==> src/rtl/bank_biu_linefill_rd.sv <==
// Linefill read unit: queues line requests, issues one 2-beat AXI read per line,
// and assembles the two 128-bit beats into a 256-bit line for the issue unit.
module bank_biu_linefill_rd #(
  parameter int ADDR_WIDTH = 32,
  parameter int REQ_DEPTH  = 4,
  parameter int OST_MAX    = 8
) (
  input  logic                  clk_i,
  input  logic                  rst_i,
  input  logic                  htu_biu_req_valid_i,
  output logic                  htu_biu_req_ready_o,
  input  logic [ADDR_WIDTH-1:0] htu_biu_req_addr_i,
  input  logic [2:0]            htu_biu_req_set_i,
  input  logic [2:0]            htu_biu_req_way_i,
  output logic                  axi_arvalid_o,
  input  logic                  axi_arready_i,
  output logic [ADDR_WIDTH-1:0] axi_araddr_o,
  output logic [5:0]            axi_arid_o,
  output logic [7:0]            axi_arlen_o,
  output logic [2:0]            axi_arsize_o,
  output logic [1:0]            axi_arburst_o,
  input  logic                  axi_rvalid_i,
  output logic                  axi_rready_o,
  input  logic [127:0]          axi_rdata_i,
  input  logic [5:0]            axi_rid_i,
  input  logic                  axi_rlast_i,
  input  logic [1:0]            axi_rresp_i,
  output logic                  biu_isu_rvalid_o,
  input  logic                  biu_isu_rready_i,
  output logic [255:0]          biu_isu_rdata_o,
  output logic [5:0]            biu_isu_rid_o,
  output logic                  biu_err_o
);

  localparam int         PW        = $clog2(REQ_DEPTH);
  localparam logic [6:0] OST_MAX_C = 7'(OST_MAX);
  localparam logic [1:0] R_BEAT0   = 2'd0;
  localparam logic [1:0] R_BEAT1   = 2'd1;
  localparam logic [1:0] R_OUT     = 2'd2;

  logic [ADDR_WIDTH-1:0] addr_mem_q [REQ_DEPTH];
  logic [5:0]            id_mem_q   [REQ_DEPTH];
  logic [PW:0]           wr_ptr_q, wr_ptr_d;
  logic [PW:0]           rd_ptr_q, rd_ptr_d;
  logic                  fifo_empty, fifo_full, push, pop;
  logic [6:0]            ost_cnt_q, ost_cnt_d;
  logic                  ar_hs, r_hs, isu_hs;
  logic [1:0]            state_q, state_d;
  logic [127:0]          lo_q, lo_d, hi_q, hi_d;
  logic [5:0]            id_q, id_d;
  logic                  err_q, err_d;
  logic                  rready_q, rvalid_q;

  // Extra pointer bit distinguishes full from empty when the index bits match.
  assign fifo_empty = (wr_ptr_q == rd_ptr_q);
  assign fifo_full  = (wr_ptr_q[PW] != rd_ptr_q[PW]) &&
                      (wr_ptr_q[PW-1:0] == rd_ptr_q[PW-1:0]);
  assign push       = htu_biu_req_valid_i && !fifo_full;
  assign pop        = ar_hs;
  assign wr_ptr_d   = push ? (wr_ptr_q + {{PW{1'b0}}, 1'b1}) : wr_ptr_q;
  assign rd_ptr_d   = pop  ? (rd_ptr_q + {{PW{1'b0}}, 1'b1}) : rd_ptr_q;

  assign htu_biu_req_ready_o = !fifo_full;
  assign axi_arvalid_o = !fifo_empty && (ost_cnt_q < OST_MAX_C);
  assign axi_araddr_o  = {addr_mem_q[rd_ptr_q[PW-1:0]][ADDR_WIDTH-1:5], 5'b0_0000};
  assign axi_arid_o    = id_mem_q[rd_ptr_q[PW-1:0]];
  assign axi_arlen_o   = 8'd1;
  assign axi_arsize_o  = 3'd4;
  assign axi_arburst_o = 2'b01;

  assign ar_hs  = axi_arvalid_o && axi_arready_i;
  assign r_hs   = axi_rvalid_i && rready_q;
  assign isu_hs = rvalid_q && biu_isu_rready_i;

  assign axi_rready_o     = rready_q;
  assign biu_isu_rvalid_o = rvalid_q;
  assign biu_isu_rdata_o  = {hi_q, lo_q};
  assign biu_isu_rid_o    = id_q;
  assign biu_err_o        = err_q;

  // Request storage needs no reset: entries are only read once written.
  always_ff @(posedge clk_i) begin
    if (push) begin
      addr_mem_q[wr_ptr_q[PW-1:0]] <= htu_biu_req_addr_i;
      id_mem_q[wr_ptr_q[PW-1:0]]   <= {htu_biu_req_set_i, htu_biu_req_way_i};
    end
  end

  always_comb begin
    ost_cnt_d = ost_cnt_q;
    case ({ar_hs, isu_hs})
      2'b10:   ost_cnt_d = ost_cnt_q + 7'd1;
      2'b01:   ost_cnt_d = ost_cnt_q - 7'd1;
      default: ost_cnt_d = ost_cnt_q;
    endcase
  end

  // Beat assembly; the line is still delivered after a protocol error.
  always_comb begin
    state_d = state_q;
    lo_d    = lo_q;
    hi_d    = hi_q;
    id_d    = id_q;
    err_d   = err_q;
    case (state_q)
      R_BEAT0: begin
        if (r_hs) begin
          lo_d = axi_rdata_i;
          id_d = axi_rid_i;
          if (axi_rlast_i) begin
            err_d = 1'b1;
          end else begin
            state_d = R_BEAT1;
          end
        end else begin
          state_d = R_BEAT0;
        end
      end
      R_BEAT1: begin
        if (r_hs) begin
          hi_d    = axi_rdata_i;
          state_d = R_OUT;
          if (!axi_rlast_i || (axi_rid_i != id_q)) begin
            err_d = 1'b1;
          end else begin
            err_d = err_q;
          end
        end else begin
          state_d = R_BEAT1;
        end
      end
      R_OUT: begin
        if (biu_isu_rready_i) begin
          state_d = R_BEAT0;
        end else begin
          state_d = R_OUT;
        end
      end
      default: state_d = R_BEAT0;
    endcase
    if (r_hs && (axi_rresp_i != 2'b00)) begin
      err_d = 1'b1;
    end else begin
      err_d = err_d;
    end
  end

  always_ff @(posedge clk_i) begin
    if (rst_i) begin
      wr_ptr_q  <= '0;
      rd_ptr_q  <= '0;
      ost_cnt_q <= 7'd0;
      state_q   <= R_BEAT0;
      lo_q      <= 128'd0;
      hi_q      <= 128'd0;
      id_q      <= 6'd0;
      err_q     <= 1'b0;
      rready_q  <= 1'b0;
      rvalid_q  <= 1'b0;
    end else begin
      wr_ptr_q  <= wr_ptr_d;
      rd_ptr_q  <= rd_ptr_d;
      ost_cnt_q <= ost_cnt_d;
      state_q   <= state_d;
      lo_q      <= lo_d;
      hi_q      <= hi_d;
      id_q      <= id_d;
      err_q     <= err_d;
      rready_q  <= (state_d != R_OUT);
      rvalid_q  <= (state_d == R_OUT);
    end
  end

endmodule

==> config.mk <==
export PLATFORM = sky130hd
export DESIGN_NAME = bank_biu_linefill_rd
export DESIGN_NICKNAME = d
export VERILOG_FILES = /design/src/rtl/bank_biu_linefill_rd.sv
export SDC_FILE = /design/constraint.sdc
export NUM_CORES = 1
export LEC_CHECK = 0
export CORE_AREA = 2 2 196 198
export DETAILED_ROUTE_END_ITERATION = 7
export DIE_AREA = 0 0 198 200
export PLACE_DENSITY_LB_ADDON = 0.05
export REMOVE_ABC_BUFFERS = 1
export SLEW_MARGIN = 30
export SYNTH_ARGS = -nofsm -noshare
export SYNTH_HDL_FRONTEND = slang
export SYNTH_SLANG_ARGS = --single-unit
==> constraint.sdc <==
create_clock -name clk_i -period 3.2 [get_ports clk_i]
set_input_delay 0.64 -clock clk_i [delete_from_list [all_inputs] [get_ports clk_i]]
set_output_delay 0.64 -clock clk_i [all_outputs]
set_load 0.05 [all_outputs]
==> results.toml <==
[layout]
syn2layout_area_growth_pct = 44.5
final_net_count = 2112
layout_commonest_cell = "nand2_1"
drive_above_1_share = 0.0925
final_cell_mix = "528 x nand2_1, 441 x clkdlybuf4s50_1, 281 x dfxtp_1"
utilization = 0.584
fin_area_sq_um = 21800

[synthesis]
ys_seq_area_frac = 0.636
avgSynthCellArea_sq_um = 10.3
synth_cells = 1464
synth_cell_types = 47
synth_ff_type = "dfxtp_1"
yosys_register_bits = 414
yosysWarnings = 0
ys_async_sr_fraction = 0
synth_edf_count = 132
syn_area_sq_um = 15100

[critical_path]
worstReg2RegStart = "wr_ptr_q[0]"
crit_path_frequent_cell = "ha_1"
critPathLaunchType = "flop"
r2r_end = "ost_cnt_q[6]"
crit_required_ps = 3640
critPathKind = "flop to flop"
crit_path_end = "ost_cnt_q[6]"
critPathLaunch = "wr_ptr_q[0]"
crit_arrival_ps = 3430
end_kind = "flop"
path_max_fanout = 7
r2r_slack_ps = 200
r2r_cells = 8
slowest_stage = "o311ai_2"
worstPathCellList = "xor2_1, o311ai_2, ha_1, ha_1, a211o_1, and3_1, a211oi_2, mux2_4"
slowest_delay_ps = 530

[routing]
drc = 0
vias = 11900
routed_wl_microns = 46600
ant_nets = 0
avgRoutedWirePerCell_microns = 18.8
drt-initial-drc-count = 572
dr.pass1.iters = 5
via_per_inst = 4.81

[global_routing]
grt_usage = 0.231
grt_max_degree = 112
grt_pass1_wl_microns = 69400
grt_overflow = 0
first_global_vias = 11700
antenna_found_initial = 11

[floorplanning]
die-area_sq_um = 39600
die_width_microns = 198
rows = 71
fp.coreArea_sq_um = 37400
ios = 499
die_h_microns = 200
start_util = 0.404

[power]
p_sw_mw = 3.72
power_frac_clock = 0.392
seq_power_share = 0.425
p_per_area_nw_per_um2 = 617
swShare = 0.276
report.power.total_mw = 13.5
combPwrFrac = 0.183
p_leak_nw = 7.60
intPower_mw = 9.76
ir_worst_vdd_uv = 345

[sta]
max_freq_mhz = 333
drv_slew = 0
setup_violations = 0
relSlewSlack = 0.514
skew_ps = 14.7
tightest_slew_ps = 727
fin_hold_ws_ps = 451
finalHoldViolations = 0
period_needed_ps = 3000
grt_setup_unrepaired = "no"
period_share = 0.937

[clock_network]
cts_root_buf = "clkbuf_16"
cts-buffers-inserted = 45
post_cts_buffers = 0
clk_pin_slew_worst_paths_ps = 60
cts.sinks = 414
htreeDepth = 2
cts_tree = "done"
cts_max_path_buffers = 3
cts-resized-gates = 0
cts_hold_buf = 0
clk-insertion-delay-late_ps = 560

[run_status]
status = "complete, no violations"

[placed_design]
dp_hpwl_microns = 31800
io_buffers = 475
gp_congestion = 0.806
place_area_sq_um = 20300

[flow_run]
drv_cap = 0

[hold_path]
hold_class = "flop to flop"
==> how the worst min path moves through the flow <==
stage	cells after the start	startpoint	endpoint	slack, ps
after global placement	2	lo_q[44]	lo_q[44]	440
final	2	hi_q[78]	hi_q[78]	450
after floorplan	2	ost_cnt_q[2]	ost_cnt_q[2]	440
after global routing	2	lo_q[20]	lo_q[20]	470
after CTS	2	hi_q[78]	hi_q[78]	450
after detailed placement	2	hi_q[101]	hi_q[101]	450
==> registers in the layout, indices dropped and copies added (netlist names), named ones only <==
register / count
axi_rready_o: 1
wr_ptr_q: 3
id_mem_q: 24
state_q: 2
addr_mem_q: 108
biu_isu_rid_o: 6
biu_isu_rvalid_o: 1
hi_q: 128
ost_cnt_q: 7
lo_q: 128
rd_ptr_q: 3
biu_err_o: 1
==> synthesized netlist by cell type, types with 2 or more instances <==
master,n,share of area
xnor2_1,6,0.0035
mux4_2,33,0.049
nand3_1,6,0.0020
a21oi_1,271,0.090
ha_1,11,0.0091
nand2_1,528,0.13
conb_1,2,0.00050
a21o_1,2,0.00099
o21ai_0,2,0.00066
nor2_1,15,0.0037
a211oi_1,2,0.00099
clkbuf_1,39,0.0097
buf_4,18,0.0089
buf_2,48,0.016
inv_1,5,0.0012
nor3_1,3,0.00099
and2_1,6,0.0025
or3_1,3,0.0012
buf_6,7,0.0052
xor2_1,9,0.0052
mux2i_1,4,0.0027
dfxtp_1,282,0.37
buf_1,4,0.00099
edfxtp_1,132,0.26
o31a_1,2,0.0012
a211o_1,3,0.0017
==> per-stage QoR <==
stage / setup TNS [ps] / std cells / worst slack [ps]
after floorplan: -261690 / 1364 / -1970
after global routing: 0 / 2471 / 20.0
after CTS: 0 / 2467 / 175
after global placement: -4.40 / 2383 / -4.40
final: 0 / 2471 / 201
after detailed placement: -28.6 / 2383 / -28.6
==> power by group through the flow <==
| stage | sequential [mW] | clock (mW) | combinational (mW) |
|---|---|---|---|
| 2_1_floorplan | 6.26 | 0 | 1.05 |
| 3_3_place_gp | 5.83 | 0 | 2.49 |
| 3_5_place_dp | 5.84 | 0 | 2.49 |
| 4_1_cts | 5.73 | 5.43 | 2.51 |
| 5_1_grt | 5.75 | 5.67 | 2.61 |
| 6_report | 5.73 | 5.28 | 2.47 |
==> cells by family (layout without fill, tap and decap cells) <==
family	Yosys count	in the layout	share of synthesized area
xor+xnor	15	15	0.00870
buf+inv	121	597	0.0420
compound gates	289	289	0.0996
flops	414	414	0.636
fa+ha+maj	12	12	0.0104
other cells	2	22	0.000497
simple gates	573	573	0.150
mux	38	38	0.0529
==> area by class of cell <==
| class | instances | area, sq um |
|---|---|---|
| clock buffers | 63 | 1290 |
| multi-input cells | 945 | 4930 |
| fillers | 3181 | 15600 |
| diodes | 4 | 10.0 |
| inverters | 5 | 18.8 |
| repair buffers | 508 | 5100 |
| clock inverters | 21 | 235 |
| well taps | 511 | 639 |
| flip-flops and latches | 414 | 9610 |
==> routing by layer <==
| layer | wire [microns] | track usage | vias to the layer above | part of all wire |
|---|---|---|---|---|
| met3 | 5060 | 0.101 | 70 | 0.11 |
| met5 | 80 | 0 | - | 0.0017 |
| li1 | - | - | 5809 | - |
| met1 | 17500 | 0.269 | 5597 | 0.38 |
| met2 | 22500 | 0.377 | 409 | 0.48 |
| met4 | 1410 | 0.0927 | 12 | 0.030 |
==> critical path, delay by kind of cell (launching register included) <==
family,cells,cell delay (ps)
AO/OA/AOI/OAI,3,1070
adder cells (fa/ha/maj),2,710
flip-flops,1,440
multiplexers,1,310
AND/OR/NAND/NOR,1,180
XOR/XNOR,1,170
Power figures use the tool's default switching activity.
